[config.mk]
export PLATFORM = sky130hd
export DESIGN_NAME = spi1_sram_bridge
export DESIGN_NICKNAME = d
export VERILOG_FILES = /design/src/rtl/spi1_sram_bridge.sv
export SDC_FILE = /design/constraint.sdc
export NUM_CORES = 1
export LEC_CHECK = 0
export ABC_AREA = 0
export CAP_MARGIN = 20
export CORE_MARGIN = 3
export CORE_UTILIZATION = 25
export CTS_CLUSTER_DIAMETER = 200
export DETAILED_ROUTE_END_ITERATION = 7
export GPL_ROUTABILITY_DRIVEN = 0
export PLACE_DENSITY_LB_ADDON = 0.3
export SLEW_MARGIN = 0
export SYNTH_ARGS = -nofsm -noshare
export SYNTH_HDL_FRONTEND = slang
export SYNTH_SLANG_ARGS = --single-unit
[constraint.sdc]
create_clock -name clock_i -period 2.41 [get_ports clock_i]
set_input_delay 0.482 -clock clock_i [delete_from_list [all_inputs] [get_ports clock_i]]
set_output_delay 0.482 -clock clock_i [all_outputs]
set_load 0.05 [all_outputs]
[src/rtl/spi1_sram_bridge.sv]
// SPI1 bus target that turns each bus cycle into one timed async SRAM access.
// Accesses launch only in a granted slot; all outputs are registered.
module spi1_sram_bridge #(
  parameter int unsigned SETUP_CYCLES  = 1,
  parameter int unsigned STROBE_CYCLES = 3,
  parameter int unsigned HOLD_CYCLES   = 1
) (
  input  logic        clock_i,
  input  logic        reset_ni,
  input  logic [17:0] wb_addr_i,
  input  logic [7:0]  wb_data_i,
  output logic [7:0]  wb_data_o,
  input  logic        wb_we_i,
  input  logic        wb_cycle_i,
  output logic        wb_ack_o,
  input  logic        grant_i,
  output logic        busy_o,
  output logic [17:0] ram_addr_o,
  input  logic [7:0]  ram_data_i,
  output logic [7:0]  ram_data_o,
  output logic        ram_data_oe_o,
  output logic        ram_ce_no,
  output logic        ram_oe_no,
  output logic        ram_we_no
);

  localparam logic [3:0] SETUP_LD  = 4'(SETUP_CYCLES - 1);
  localparam logic [3:0] STROBE_LD = 4'(STROBE_CYCLES - 1);
  localparam logic [3:0] HOLD_LD   =
    4'((HOLD_CYCLES == 0) ? 0 : HOLD_CYCLES - 1);
  localparam bit         NO_HOLD   = (HOLD_CYCLES == 0);

  typedef enum logic [2:0] {
    IDLE,
    WAIT_GRANT,
    SETUP,
    STROBE,
    HOLD,
    DONE
  } state_t;

  state_t      state_q;
  state_t      state_d;
  logic [3:0]  cnt_q;
  logic [3:0]  cnt_d;
  logic [17:0] addr_q;
  logic [7:0]  data_q;
  logic        we_q;

  logic capture;
  logic launch;
  logic sample;
  logic finish;
  logic ce_d;
  logic oe_d;
  logic wen_d;
  logic doe_d;
  logic ack_d;

  always_comb begin
    state_d = state_q;
    cnt_d   = cnt_q;
    capture = 1'b0;
    launch  = 1'b0;
    sample  = 1'b0;
    finish  = 1'b0;
    ce_d    = ram_ce_no;
    oe_d    = 1'b1;
    wen_d   = 1'b1;
    doe_d   = ram_data_oe_o;
    ack_d   = 1'b0;

    unique case (state_q)
      IDLE: begin
        if (wb_cycle_i) begin
          capture = 1'b1;
          state_d = WAIT_GRANT;
        end
      end
      WAIT_GRANT: begin
        if (!wb_cycle_i) begin
          state_d = IDLE;
        end else if (grant_i) begin
          launch  = 1'b1;
          state_d = SETUP;
          cnt_d   = SETUP_LD;
          ce_d    = 1'b0;
          doe_d   = we_q;
        end
      end
      SETUP: begin
        if (cnt_q == 4'd0) begin
          state_d = STROBE;
          cnt_d   = STROBE_LD;
          oe_d    = we_q;
          wen_d   = !we_q;
        end else begin
          cnt_d = cnt_q - 4'd1;
        end
      end
      STROBE: begin
        if (cnt_q == 4'd0) begin
          // Last strobe edge: read data is sampled as the strobe releases.
          sample = !we_q;
          if (NO_HOLD) begin
            finish = 1'b1;
          end else begin
            state_d = HOLD;
            cnt_d   = HOLD_LD;
          end
        end else begin
          cnt_d = cnt_q - 4'd1;
          oe_d  = we_q;
          wen_d = !we_q;
        end
      end
      HOLD: begin
        if (cnt_q == 4'd0) begin
          finish = 1'b1;
        end else begin
          cnt_d = cnt_q - 4'd1;
        end
      end
      DONE: begin
        if (!wb_cycle_i) begin
          state_d = IDLE;
        end
      end
      default: state_d = IDLE;
    endcase

    // Ack only if the master is still waiting; an abandoned access just ends.
    if (finish) begin
      state_d = DONE;
      ce_d    = 1'b1;
      doe_d   = 1'b0;
      ack_d   = wb_cycle_i;
    end
  end

  always_ff @(posedge clock_i or negedge reset_ni) begin
    if (!reset_ni) begin
      state_q <= IDLE;
      cnt_q   <= 4'd0;
    end else begin
      state_q <= state_d;
      cnt_q   <= cnt_d;
    end
  end

  always_ff @(posedge clock_i or negedge reset_ni) begin
    if (!reset_ni) begin
      addr_q <= 18'd0;
      data_q <= 8'd0;
      we_q   <= 1'b0;
    end else if (capture) begin
      addr_q <= wb_addr_i;
      data_q <= wb_data_i;
      we_q   <= wb_we_i;
    end
  end

  always_ff @(posedge clock_i or negedge reset_ni) begin
    if (!reset_ni) begin
      ram_ce_no     <= 1'b1;
      ram_oe_no     <= 1'b1;
      ram_we_no     <= 1'b1;
      ram_data_oe_o <= 1'b0;
      ram_addr_o    <= 18'd0;
      ram_data_o    <= 8'd0;
      wb_ack_o      <= 1'b0;
      wb_data_o     <= 8'd0;
      busy_o        <= 1'b0;
    end else begin
      ram_ce_no     <= ce_d;
      ram_oe_no     <= oe_d;
      ram_we_no     <= wen_d;
      ram_data_oe_o <= doe_d;
      wb_ack_o      <= ack_d;
      busy_o        <= (state_d != IDLE);
      if (launch) begin
        ram_addr_o <= addr_q;
      end
      if (launch && we_q) begin
        ram_data_o <= data_q;
      end
      if (sample) begin
        wb_data_o <= ram_data_i;
      end
    end
  end

endmodule
==> results of run 1 <==
[logic make-up after synthesis]
group	share of synthesized area [%]
muxes	23.78
AOI/OAI and AO/OA	3.391
and+or+nand+nor	7.461
buffers and inverters	1.780
adders and majority gates	0.4238
xor gates and xnor gates	0.2968
DFF	62.87
[power breakdown]
part / switching [mW] / internal, mW / leakage [nW]
Clock: 0.535 / 0.734 / 0.136
Combinational: 1.73 / 1.30 / 0.708
Sequential: 0.376 / 1.86 / 0.899
[worst min path at each step]
stage / from / end / slack, ns / cells past startpoint
3_5_place_dp: ram_ce_no / ram_ce_no / 0.49 / 2
3_3_place_gp: ram_ce_no / ram_ce_no / 0.48 / 2
6_report: reset_ni / wb_data_o[4] / 0.29 / 1
4_1_cts: reset_ni / wb_data_o[4] / 0.33 / 1
2_1_floorplan: reset_ni / addr_q[0] / 0.19 / 0
5_1_grt: reset_ni / wb_data_o[4] / 0.37 / 1
[cells in the final DEF (no fill, tap or decap), types with 2 or more instances in the layout]
master,count
clkbuf_16,9
nand2b_1,5
clkdlybuf4s50_1,77
or3_1,2
nand2_1,8
inv_1,3
nand4b_1,2
a21oi_1,5
mux2_2,61
buf_12,2
dfstp_2,3
o22ai_1,2
nor3_4,2
nor2_1,4
inv_6,3
clkinvlp_4,2
dfrtp_1,71
[metal layers]
metal  GRT usage [%]  wire (um)  up-vias
li1                -          -      869
met1           12.17       2693      904
met2           14.94       2731       56
met3           3.330        386        7
met4           4.434        112        0
met5               0          0        -
[stage by stage]
stage	utilization, %	hold WS, ns	area, sq um
final	36.62	0.2858	4199
after global routing	36.62	0.3742	4199
after CTS	36.62	0.3273	4199
after detailed placement	34.13	0.4856	3914
after global placement	34.13	0.4834	3914
after floorplan	-	0.1864	2952
[flip-flops by register name (all words and copies together), names as in the netlist, 3 cells and up]
name	flops
addr_q	18
ram_addr_o	18
data_q	8
ram_data_o	8
wb_data_o	8
cnt_q	4
state_q	3
[layout make-up]
| class | instances | area share, % |
|---|---|---|
| tap | 143 | 4.261 |
| sequential | 74 | 44.19 |
| clock buffer | 10 | 5.691 |
| clock inverter | 6 | 1.103 |
| multi-input combinational | 112 | 25.00 |
| inverter | 3 | 0.2682 |
| timing repair buffer | 80 | 19.49 |
==> flow_metrics.env, run 1 <==
export IMPL_area_growth_pct=42.26
export IMPL_min_period_over_period_pct=88.54
export IMPL_cts_root_buf="clkbuf_16"
export IMPL_clkLatencyLatePin_ns=0.33
export IMPL_avgSynthCellArea_sq_um=15.06
export IMPL_crit_end="ram_ce_no"
export IMPL_slew_headroom_pct=38.98
export IMPL_synth_area_leaders="dfrtp_1 60%, mux2_2 23%, dfstp_2 2.7%"
export IMPL_path_cells="clkdlybuf4s50_1"
export IMPL_yosysMostFrequentCell="dfrtp_1"
export IMPL_n_fill_cell=1119
export IMPL_avgRoutedWirePerCell_um=13.84
export IMPL_ys_warn_count=0
export IMPL_crit_cells=1
export IMPL_slew_viol_final=0
export IMPL_grt_pass1_vias=1947
export IMPL_drt_iter0_drc=34
export IMPL_numClockSinks=74
export IMPL_worst_setup_path_start_kind="flip-flop"
export IMPL_preCtsSetupSlack_ns=0.1755
export IMPL_layout_min_cycle_time_ns=2.134
export IMPL_slowest_stage="clkdlybuf4s50_1"
export IMPL_seqCellArea_sq_um=1856
export IMPL_vias=1836
export IMPL_syn_instance_count=196
export IMPL_rrSetupSlack_ns=0.36
export IMPL_cts_setup_buffers=0
export IMPL_reg2reg_from="cnt_q[1]"
export IMPL_endpoint_kind="output pin"
export IMPL_drc=0
export IMPL_rows=39
export IMPL_power_density_nw_per_um2=1556
export IMPL_drive_gt1_share_pct=31.93
export IMPL_dpl_cell_count=412
export IMPL_start_util_pct=25.74
export IMPL_clk_pin_slew_ns=0.07
export IMPL_setup_worst_path_class="flip-flop to output pin"
export IMPL_avgViaCountPerCell=4.290
export IMPL_worst_slew_pin_slew_ns=0.9153
export IMPL_final_cells=428
export IMPL_track_usage_pct=9.670
export IMPL_finalHoldViolCount=0
export IMPL_fmax_mhz=468.6
export IMPL_critPathBufInv=1
export IMPL_cts_tree="built"
export IMPL_drtAntennaViolNets=0
export IMPL_io_pins=79
export IMPL_syn_num_nets=236
export IMPL_antenna_found_initial=0
export IMPL_die_w_um=114.7
export IMPL_synthArstFlopShare_pct=100.0
export IMPL_cp_arrival_ns=1.65
export IMPL_cts_buffers=9
export IMPL_outcome="complete, no violations"
export IMPL_drt_total_wl_um=5923
export IMPL_multi_input_area_sq_um=1050
export IMPL_timing_critical_path_from="ram_ce_no"
export IMPL_cts_resized_gates=0
export IMPL_final_setup_skew_ns=0.008712
export IMPL_max_clock_path_buffers=2
export IMPL_drtPass1Iterations=4
export IMPL_dp_hpwl_um=3942
export IMPL_finalWorstSetupSlack_ns=0.2762
export IMPL_synth_main_ff_cell="dfrtp_1"
export IMPL_r2r_end="wb_data_o[6]"
export IMPL_hp_class="input pin to asynchronous set/reset pin"
export IMPL_crit_family="buffers and inverters"
export IMPL_slowest_delay_ns=0.80
export IMPL_holdBufCountCts=0
export IMPL_synth_seq_cells=74
export IMPL_die_area_sq_um=13150
export IMPL_grt_pass1_wl_um=9818
export IMPL_nNetsFinal=320
export IMPL_synth_area_leader_cell="dfrtp_1"
export IMPL_die_h_um=114.7
export IMPL_p_leak_nw=1.743
export IMPL_grt_max_degree=75
export IMPL_synth_area_sq_um=2952
export IMPL_coreArea_sq_um=11470
export IMPL_synth_edf_count=0
export IMPL_htreeDepth=3
export IMPL_rsz0062_at_grt="no"
export IMPL_ir_worst_vdd_mv=0.5802
export IMPL_p_total_mw=6.533
export IMPL_ys_types=37
export IMPL_synth_common_cells="71 x dfrtp_1, 61 x mux2_2, 8 x nand2_1"
export IMPL_port_buffers=78
export IMPL_setup_viol=0
export IMPL_setup_tns_ns=0
export IMPL_critPathMaxFanout=2
export IMPL_cp_data_required_time_ns=1.93
export IMPL_num_antenna_cells=0
export IMPL_maxCapViolCount=0
export IMPL_r2r_cells=6
export IMPL_overflow=0
export IMPL_netlist_area_leader_share_pct=60.19
export IMPL_yosysSeqAreaShare_pct=62.87
Power figures use the tool's default switching activity.
==> run 2, diff against run 1 <==
--- a/config.mk
+++ b/config.mk
@@ -12,7 +12,8 @@
 export CTS_CLUSTER_DIAMETER = 200
 export DETAILED_ROUTE_END_ITERATION = 7
 export GPL_ROUTABILITY_DRIVEN = 0
-export PLACE_DENSITY_LB_ADDON = 0.3
+export GPL_TIMING_DRIVEN = 1
+export PLACE_DENSITY = 0.58
 export SLEW_MARGIN = 0
 export SYNTH_ARGS = -nofsm -noshare
 export SYNTH_HDL_FRONTEND = slang
==> run 2 against run 1 <==
Worst hold slack worse by 0.13 ns. Critical path type unchanged. Sequential cell count did not move. Largest power group unchanged. Routed wire length is 3.0% higher. Global-route usage increased by 0.41 points. Sequential power is essentially flat. Clock-buffer cell count is 1 higher.
==> flow_metrics.env, run 2 (same netlist as run 1, synthesis figures left out) <==
export IMPL_outcome="complete, no violations"
export IMPL_holdBufCountCts=0
export IMPL_rrSetupSlack_ns=0.40
export IMPL_overflow=0
export IMPL_min_period_over_period_pct=88.70
export IMPL_p_int_mw=4.082
export IMPL_worst_setup_path_start_kind="flip-flop"
export IMPL_nNetsFinal=325
export IMPL_p_leak_nw=1.786
export IMPL_numClockSinks=74
export IMPL_worst_slew_pin_slew_ns=0.5442
export IMPL_antenna_found_initial=0
export IMPL_htreeDepth=3
export IMPL_drtAntennaViolNets=0
export IMPL_dp_hpwl_um=4373
export IMPL_slowest_stage="clkdlybuf4s50_1"
export IMPL_rows=39
export IMPL_drive_gt1_share_pct=32.76
export IMPL_port_buffers=78
export IMPL_fmax_mhz=467.8
export IMPL_drtPass1Iterations=4
export IMPL_largestRegisters="addr_q (18), ram_addr_o (18)"
export IMPL_avgRoutedWirePerCell_um=14.08
export IMPL_power_density_nw_per_um2=1571
export IMPL_power_frac_comb_pct=45.3
export IMPL_maxCapViolCount=0
export IMPL_clk_pin_slew_ns=0.06
export IMPL_die_h_um=114.7
export IMPL_sw_frac_of_total_pct=38.98
export IMPL_die_w_um=114.7
export IMPL_grt_max_degree=43
export IMPL_slowest_delay_ns=0.80
export IMPL_setup_viol=0
export IMPL_cts_root_buf="clkbuf_16"
export IMPL_path_cells="clkdlybuf4s50_1"
export IMPL_p_total_mw=6.690
export IMPL_start_util_pct=25.74
export IMPL_vias=1861
export IMPL_final_setup_skew_ns=0.005684
export IMPL_cts_tree="built"
export IMPL_cts_resized_gates=0
export IMPL_critPathBufInv=1
export IMPL_area_growth_pct=44.30
export IMPL_avgViaCountPerCell=4.298
export IMPL_io_pins=79
export IMPL_power_switching_mw=2.608
export IMPL_cp_data_required_time_ns=1.93
export IMPL_crit_family="buffers and inverters"
export IMPL_cts_setup_buffers=0
export IMPL_max_clock_path_buffers=2
export IMPL_clockPowerShare_pct=21.3
export IMPL_slew_headroom_pct=63.72
export IMPL_final_common_cell="clkdlybuf4s50_1"
export IMPL_num_antenna_cells=0
export IMPL_grt_pass1_wl_um=10320
export IMPL_cts_buffers=9
export IMPL_hp_class="input pin to asynchronous set/reset pin"
export IMPL_grt_pass1_vias=2025
export IMPL_setup_tns_ns=0
export IMPL_layout_min_cycle_time_ns=2.138
export IMPL_met2_usage_pct=15.60
export IMPL_die_area_sq_um=13150
export IMPL_endpoint_kind="output pin"
export IMPL_track_usage_pct=10.08
export IMPL_grtUsageMet1_pct=12.70
export IMPL_drt_iter0_drc=56
export IMPL_critPathMaxFanout=2
export IMPL_grtUsageMet3_pct=4.123
export IMPL_grt_busiest_layer="met2"
export IMPL_slew_viol_final=0
export IMPL_finalHoldViolCount=0
export IMPL_mostFrequentLayoutCells="77 x clkdlybuf4s50_1, 71 x dfrtp_1, 61 x mux2_2"
export IMPL_rsz0062_at_grt="no"
export IMPL_drt_total_wl_um=6098
export IMPL_drc=0
export IMPL_setup_worst_path_class="flip-flop to output pin"
export IMPL_power_frac_seq_pct=33.4
export IMPL_clkLatencyLatePin_ns=0.32
export IMPL_cp_arrival_ns=1.66
export IMPL_ir_worst_vdd_mv=0.6454
export IMPL_coreArea_sq_um=11470
-- run 2: power groups by stage --
stage          combinational, mW  clock (mW)  sequential [mW]
2_1_floorplan               1.06           0             3.28
3_3_place_gp                3.03           0             2.25
3_5_place_dp                3.07           0             2.27
4_1_cts                     3.07        1.48             2.25
5_1_grt                     3.23        1.52             2.34
6_report                    3.03        1.42             2.24
-- run 2: final timing paths --
kind,start,endpoint,cells past startpoint
setup / recovery,ram_ce_no,ram_ce_no,1
hold / removal,reset_ni,wb_data_o[4],1
setup reg to reg,cnt_q[0],wb_data_o[5],6
hold reg to reg,ram_ce_no,ram_ce_no,2
max in group asynchronous,reset_ni,ram_data_o[2],2
min in group clock_i,ram_ce_no,ram_ce_no,2
-- run 2: routing by layer --
| layer | routed length, um | part of all wire [%] | vias up |
|---|---|---|---|
| li1 | - | - | 874 |
| met1 | 2685 | 44 | 928 |
| met2 | 2881 | 47 | 51 |
| met3 | 445 | 7.3 | 8 |
| met4 | 86 | 1.4 | 0 |
| met5 | 0 | 0 | - |
-- run 2: cell type report --
type	count	area, sq um
Multi-Input combinational cell	112	1050
Tap cell	143	178.9
Clock buffer	11	242.7
Fill cell	1092	7208
Timing Repair Buffer	85	843.3
Clock inverter	5	77.57
Sequential cell	74	1856
Inverter	3	11.26
-- run 2: stage by stage --
step	area [sq um]	worst slack, ns	util (%)	cells	hold WS, ns
6_report	4259	0.2724	37.14	433	0.1520
5_1_grt	4259	0.2368	37.14	433	0.1829
4_1_cts	4259	0.2425	37.14	433	0.1645
3_5_place_dp	3939	0.2722	34.35	417	0.4880
3_3_place_gp	3939	0.2684	34.35	417	0.4787
2_1_floorplan	2952	0.6248	-	196	0.1864
==> patch 1, RTL diff (flow settings as in run 1) <==
Change the parameter `HOLD_CYCLES` from 1 to 0.
--- a/src/rtl/spi1_sram_bridge.sv
+++ b/src/rtl/spi1_sram_bridge.sv
@@ -3,7 +3,7 @@
 module spi1_sram_bridge #(
   parameter int unsigned SETUP_CYCLES  = 1,
   parameter int unsigned STROBE_CYCLES = 3,
-  parameter int unsigned HOLD_CYCLES   = 1
+  parameter int unsigned HOLD_CYCLES   = 0
 ) (
   input  logic        clock_i,
   input  logic        reset_ni,
Check against the original RTL: not equivalent (a bounded check fails within 10 cycles, from zero or initial values and one cycle with reset_ni low).
==> patch 1 against run 1 <==
Clock power rose by 12%; sequential cell count did not move; worst setup slack barely moved; power rose by 4.8%; clock skew fell by 0.0027 ns; area after synthesis rose by 2.8%; global-route usage rose by 0.43 points; design area rose by 3.0%; count of clock-buffer cells in the layout did not move; wire length rose by 8.2%; die area rose by 2.7%; register-to-register slack got worse by 0.04 ns; critical endpoint unchanged.
==> patch 1: results (changes against run 1) <==
DP HPWL: 4540 µm (+15%)
Most common cell in the netlist: dfrtp_1
Initial DRC count: 75 (+120%)
Largest net degree at the start of global routing: 39 (-48%)
Synth warn: 0 (unchanged)
Vias per cell: 4.40 (+2.6%)
Synth unique cells: 34 (-8.1%)
Max Used Layer: met4
Met1 Wirelength: 3000 µm (+11%)
Seq power: 2.26 mW
Max Fanout on Critical Path: 2 (unchanged)
Critical path's top delay family: buffers and inverters
FF-to-FF Start: cnt_q[0]
Cell at the slowest stage of the critical path: clkdlybuf4s50_1
P_sw: 2.71 mW (+2.4%)
CTS resizes: 0 (unchanged)
Reg2reg setup slack: 0.32 ns (-0.04 ns)
Largest stage delay on the critical path: 0.79 ns
Clk pwr share: 0.207 (+0.013)
CP Launch Point: ram_ce_no
Number of global-route vias before repair: 2085 (+7.1%)
Clock tree buffer depth: 2 (unchanged)
Clock root buffer master: clkbuf_16
Post-Syn Nets: 250 (+5.9%)
Final wirelength: 6410 µm (+8.2%)
GR Layer Usage met1: 0.132 (+0.0107)
Worst reg2reg endpoint: wb_data_o[4]
Total track usage: 0.101 (+0.00426)
Slew @ Worst Pin: 0.742 ns (-0.173 ns)
First-pass GRT wire length: 10500 µm (+6.7%)
Post-synth ARST share: 1.00 (unchanged)
# H-tree levels: 3 (unchanged)
Mean area per synthesized cell: 14.5 µm² (-3.6%)
Worst VDD drop: 0.514 mV (-11%)
Ant. Diodes: 0 (unchanged)
CTS buffer count: 9 (unchanged)
Commonest cells post-synth: dfrtp_1 (71), mux2_2 (52), nor2_1 (10)
Placed inst area: 4010 µm² (+2.3%)
Initial antenna violation count: 0 (unchanged)
Worst r2r path cells: 6 (unchanged)
Met3 WL: 449 µm (+16%)
Cell count after placement: 429 (+4.1%)
Met2 WL post-DR: 2870 µm (+5.2%)
Number of fill cells: 1147 (+2.5%)
# nets final: 338 (+5.6%)
Seq/Total Area, Yosys: 0.612 (-0.0171)
First drt pass iteration count: 4 (unchanged)
Routed Antenna Nets: 0 (unchanged)
Outcome: finished, final reports clean
DR vias: 1958 (+6.6%)
Top cells by area, synth: dfrtp_1 (59%), mux2_2 (19%), mux2_4 (4.0%)
PwrDens: 1580 nW/µm² (+1.8%)
Leakage power total: 1.83 nW (+4.8%)
GR Layer Usage met2: 0.153 (+0.00327)
Worst Setup EP: ram_ce_no
Share of cells above drive strength 1: 0.308 (-0.0114)
Clk pin slew, worst setup/hold paths: 0.06 ns
Met3 GRT Util: 0.0430 (+0.00971)
Number of setup buffers added after CTS: 0 (unchanged)
Clk_skew: 0.00603 ns (-0.00269 ns)
[patch 1: cell types whose count changed in the layout (fill, tap and decap cells not counted), sizes merged, moves of 2 or more]
cell    delta
mux2       -2
nor2       +5
a21bo      +2
nand2b     -4
o22ai      -2
buf        +5
a211o      +2
bufinv     +2
o21ai      +5
[patch 1: final cells by class]
type	count	area (µm²)	share of cell area
flip-flops and latches	74	1860	0.429
well taps	143	179	0.0414
inverters	5	18.8	0.00434
multi-input cells	122	1110	0.256
clock inverters	6	90.1	0.0208
clock buffers	10	229	0.0530
repair buffers	85	843	0.195
[patch 1: worst register-to-register path: cells and delay by family (launching register included)]
| kind | cells | cell delay [ns] |
|---|---|---|
| adders and majority gates | 1 | 0.18 |
| and+or+nand+nor | 3 | 0.87 |
| buffers and inverters | 1 | 0.14 |
| muxes | 1 | 0.37 |
| DFF | 1 | 0.42 |
[patch 1: cells by family after synthesis]
logic type,after synthesis,synth area share
xor gates and xnor gates,2,0.00577
muxes,60,0.233
buffers and inverters,13,0.0231
DFF,74,0.612
adders and majority gates,2,0.00825
AOI/OAI and AO/OA,23,0.0478
and+or+nand+nor,35,0.0709
[patch 1: how the worst min path moves through the flow]
stage | slack, ns | start | to
after global routing | 0.16 | reset_ni | busy_o
after CTS | 0.15 | reset_ni | busy_o
after detailed placement | 0.45 | ram_ce_no | ram_ce_no
after floorplan | 0.19 | reset_ni | addr_q[0]
after global placement | 0.45 | ram_ce_no | ram_ce_no
final | 0.13 | reset_ni | busy_o
[patch 1: metrics by stage]
| stage | utilization | setup WS (ns) |
|---|---|---|
| 4_1_cts | 0.371 | 0.261 |
| 2_1_floorplan | - | 0.483 |
| 5_1_grt | 0.371 | 0.165 |
| 3_3_place_gp | 0.343 | 0.299 |
| 3_5_place_dp | 0.343 | 0.295 |
| 6_report | 0.371 | 0.276 |
==> patch 2, RTL diff (flow settings as in run 1) <==
Made on the original files. Reset style: synchronous (`reset_ni`), changed in 3 clocked blocks. Comments in the files are not updated.
--- a/src/rtl/spi1_sram_bridge.sv
+++ b/src/rtl/spi1_sram_bridge.sv
@@ -138,7 +138,7 @@
     end
   end
 
-  always_ff @(posedge clock_i or negedge reset_ni) begin
+  always_ff @(posedge clock_i) begin
     if (!reset_ni) begin
       state_q <= IDLE;
       cnt_q   <= 4'd0;
@@ -148,7 +148,7 @@
     end
   end
 
-  always_ff @(posedge clock_i or negedge reset_ni) begin
+  always_ff @(posedge clock_i) begin
     if (!reset_ni) begin
       addr_q <= 18'd0;
       data_q <= 8'd0;
@@ -160,7 +160,7 @@
     end
   end
 
-  always_ff @(posedge clock_i or negedge reset_ni) begin
+  always_ff @(posedge clock_i) begin
     if (!reset_ni) begin
       ram_ce_no     <= 1'b1;
       ram_oe_no     <= 1'b1;
Function: differs if reset_ni is asserted again (counterexample within 4 cycles, from zero or initial values and one cycle with reset_ni low); with reset_ni held inactive, the same outputs for 10 cycles.
==> patch 2 against run 1 <==
Wire length increased by 24%; global-route usage grew 1.8 points; worst setup slack better by 0.14 ns; area after synthesis increased by 1.3%; design area fell by 0.39%; maximum frequency is 7.1% higher; sequential cell count is the same; critical path type unchanged; highest routed layer unchanged.
Power is not compared: it rests on default switching activity, and its combinational part moved more than twofold at a synthesized area within 25%.
==> patch 2: results (changes against run 1) <==
Outcome: finished, final reports clean
Largest net degree at the start of global routing: 41 (-45%)
Post-synth ARST share: 0 (-1.00)
Clk pin slew, worst setup/hold paths: 0.06 ns
Vias per cell: 4.41 (+2.8%)
Worst VDD drop: 0.416 mV
Synthesis-to-finish area growth: 39.9%
Ant. Diodes: 0 (unchanged)
Cell at the slowest stage of the critical path: clkdlybuf4s50_1
Cell count after placement: 545 (+32%)
Commonest cells post-synth: nand2_1 (106), dfxtp_1 (74), a21boi_0 (52)
# nets final: 454 (+42%)
Biggest regs: addr_q (18), ram_addr_o (18)
Initial antenna violation count: 0 (unchanged)
Synth unique cells: 41 (+11%)
DP HPWL: 4920 µm (+25%)
Max Fanout on Critical Path: 2 (unchanged)
Post-Syn Nets: 381 (+61%)
First drt pass iteration count: 4 (unchanged)
Mean area per synthesized cell: 8.80 µm² (-42%)
Worst slack at placement: 0.269 ns (+0.0935 ns)
Leakage power total: 1.50 nW
Hold Crit Class: reg2reg
Arr. time, crit path: 1.51 ns (-0.14 ns)
Synth warn: 0 (unchanged)
Critical path's top delay family: buffers and inverters
First-pass GRT wire length: 12000 µm (+22%)
Share of cells above drive strength 1: 0.0766 (-0.243)
Total track usage: 0.115 (+0.0178)
Largest stage delay on the critical path: 0.82 ns (+0.02 ns)
Seq/Total Area, Yosys: 0.495 (-0.133)
Slew @ Worst Pin: 0.516 ns (-0.400 ns)
Initial DRC count: 92 (+170%)
Number of global-route vias before repair: 2453 (+26%)
Clock tree buffer depth: 2 (unchanged)
Top cells by area, synth: dfxtp_1 (50%), nand2_1 (13%), a21boi_0 (13%)
Setup TNS: 0 ns (unchanged)
Clk_lat worst skew: 0.33 ns (about the same)
CTS buffer count: 9 (unchanged)
Clk_skew: 0.00449 ns (-0.00422 ns)
CTS resizes: 0 (unchanged)
# port buffers: 78 (unchanged)
Main flop type after synthesis: dfxtp_1
Number of setup buffers added after CTS: 0 (unchanged)
Drt wl/cell: 13.0 µm (-5.7%)
# H-tree levels: 3 (unchanged)
Layout Cells excl Fill: 561 (+31%)
Clock root buffer master: clkbuf_16
## patch 2: kinds of logic after synthesis
kind of cell               after synthesis  synth area share
adders and majority gates                2           0.00837
buffers and inverters                   29            0.0473
muxes                                    9            0.0305
AOI/OAI and AO/OA                       75             0.185
and+or+nand+nor                        151             0.233
DFF                                     74             0.495
## patch 2: layout make-up
type	count	area, µm²
Inverter	4	15.0
Tap cell	143	179
Clock inverter	6	67.6
Clock buffer	10	229
Fill cell	1188	7380
Multi-Input combinational cell	237	1370
Sequential cell	74	1480
Timing Repair Buffer	87	843
## patch 2: path summary, 6_finish.rpt
kind,slack (ns),cells after the start,start,end
setup / recovery,0.42,1,ram_addr_o[6],ram_addr_o[6]
hold / removal,0.46,1,ram_ce_no,ram_ce_no
setup reg to reg,0.61,6,cnt_q[0],wb_data_o[0]
hold reg to reg,0.46,1,ram_ce_no,ram_ce_no
## patch 2: routing by layer
metal / share of wire / track usage
met5: 0 / 0
met1: 0.50 / 0.151
met2: 0.42 / 0.170
met4: 0.019 / 0.0469
met3: 0.062 / 0.0405
## patch 2: per-stage QoR
step           hold WS [ns]  instance area (µm²)
2_1_floorplan         0.441                 2990
3_3_place_gp          0.444                 3890
3_5_place_dp          0.443                 3890
4_1_cts               0.458                 4180
5_1_grt               0.480                 4180
6_report              0.459                 4180
## patch 2: report_power, final
part / switching [mW] / internal [mW]
clock network: 0.511 / 0.802
logic: 0.135 / 0.129
registers: 0.0281 / 1.26
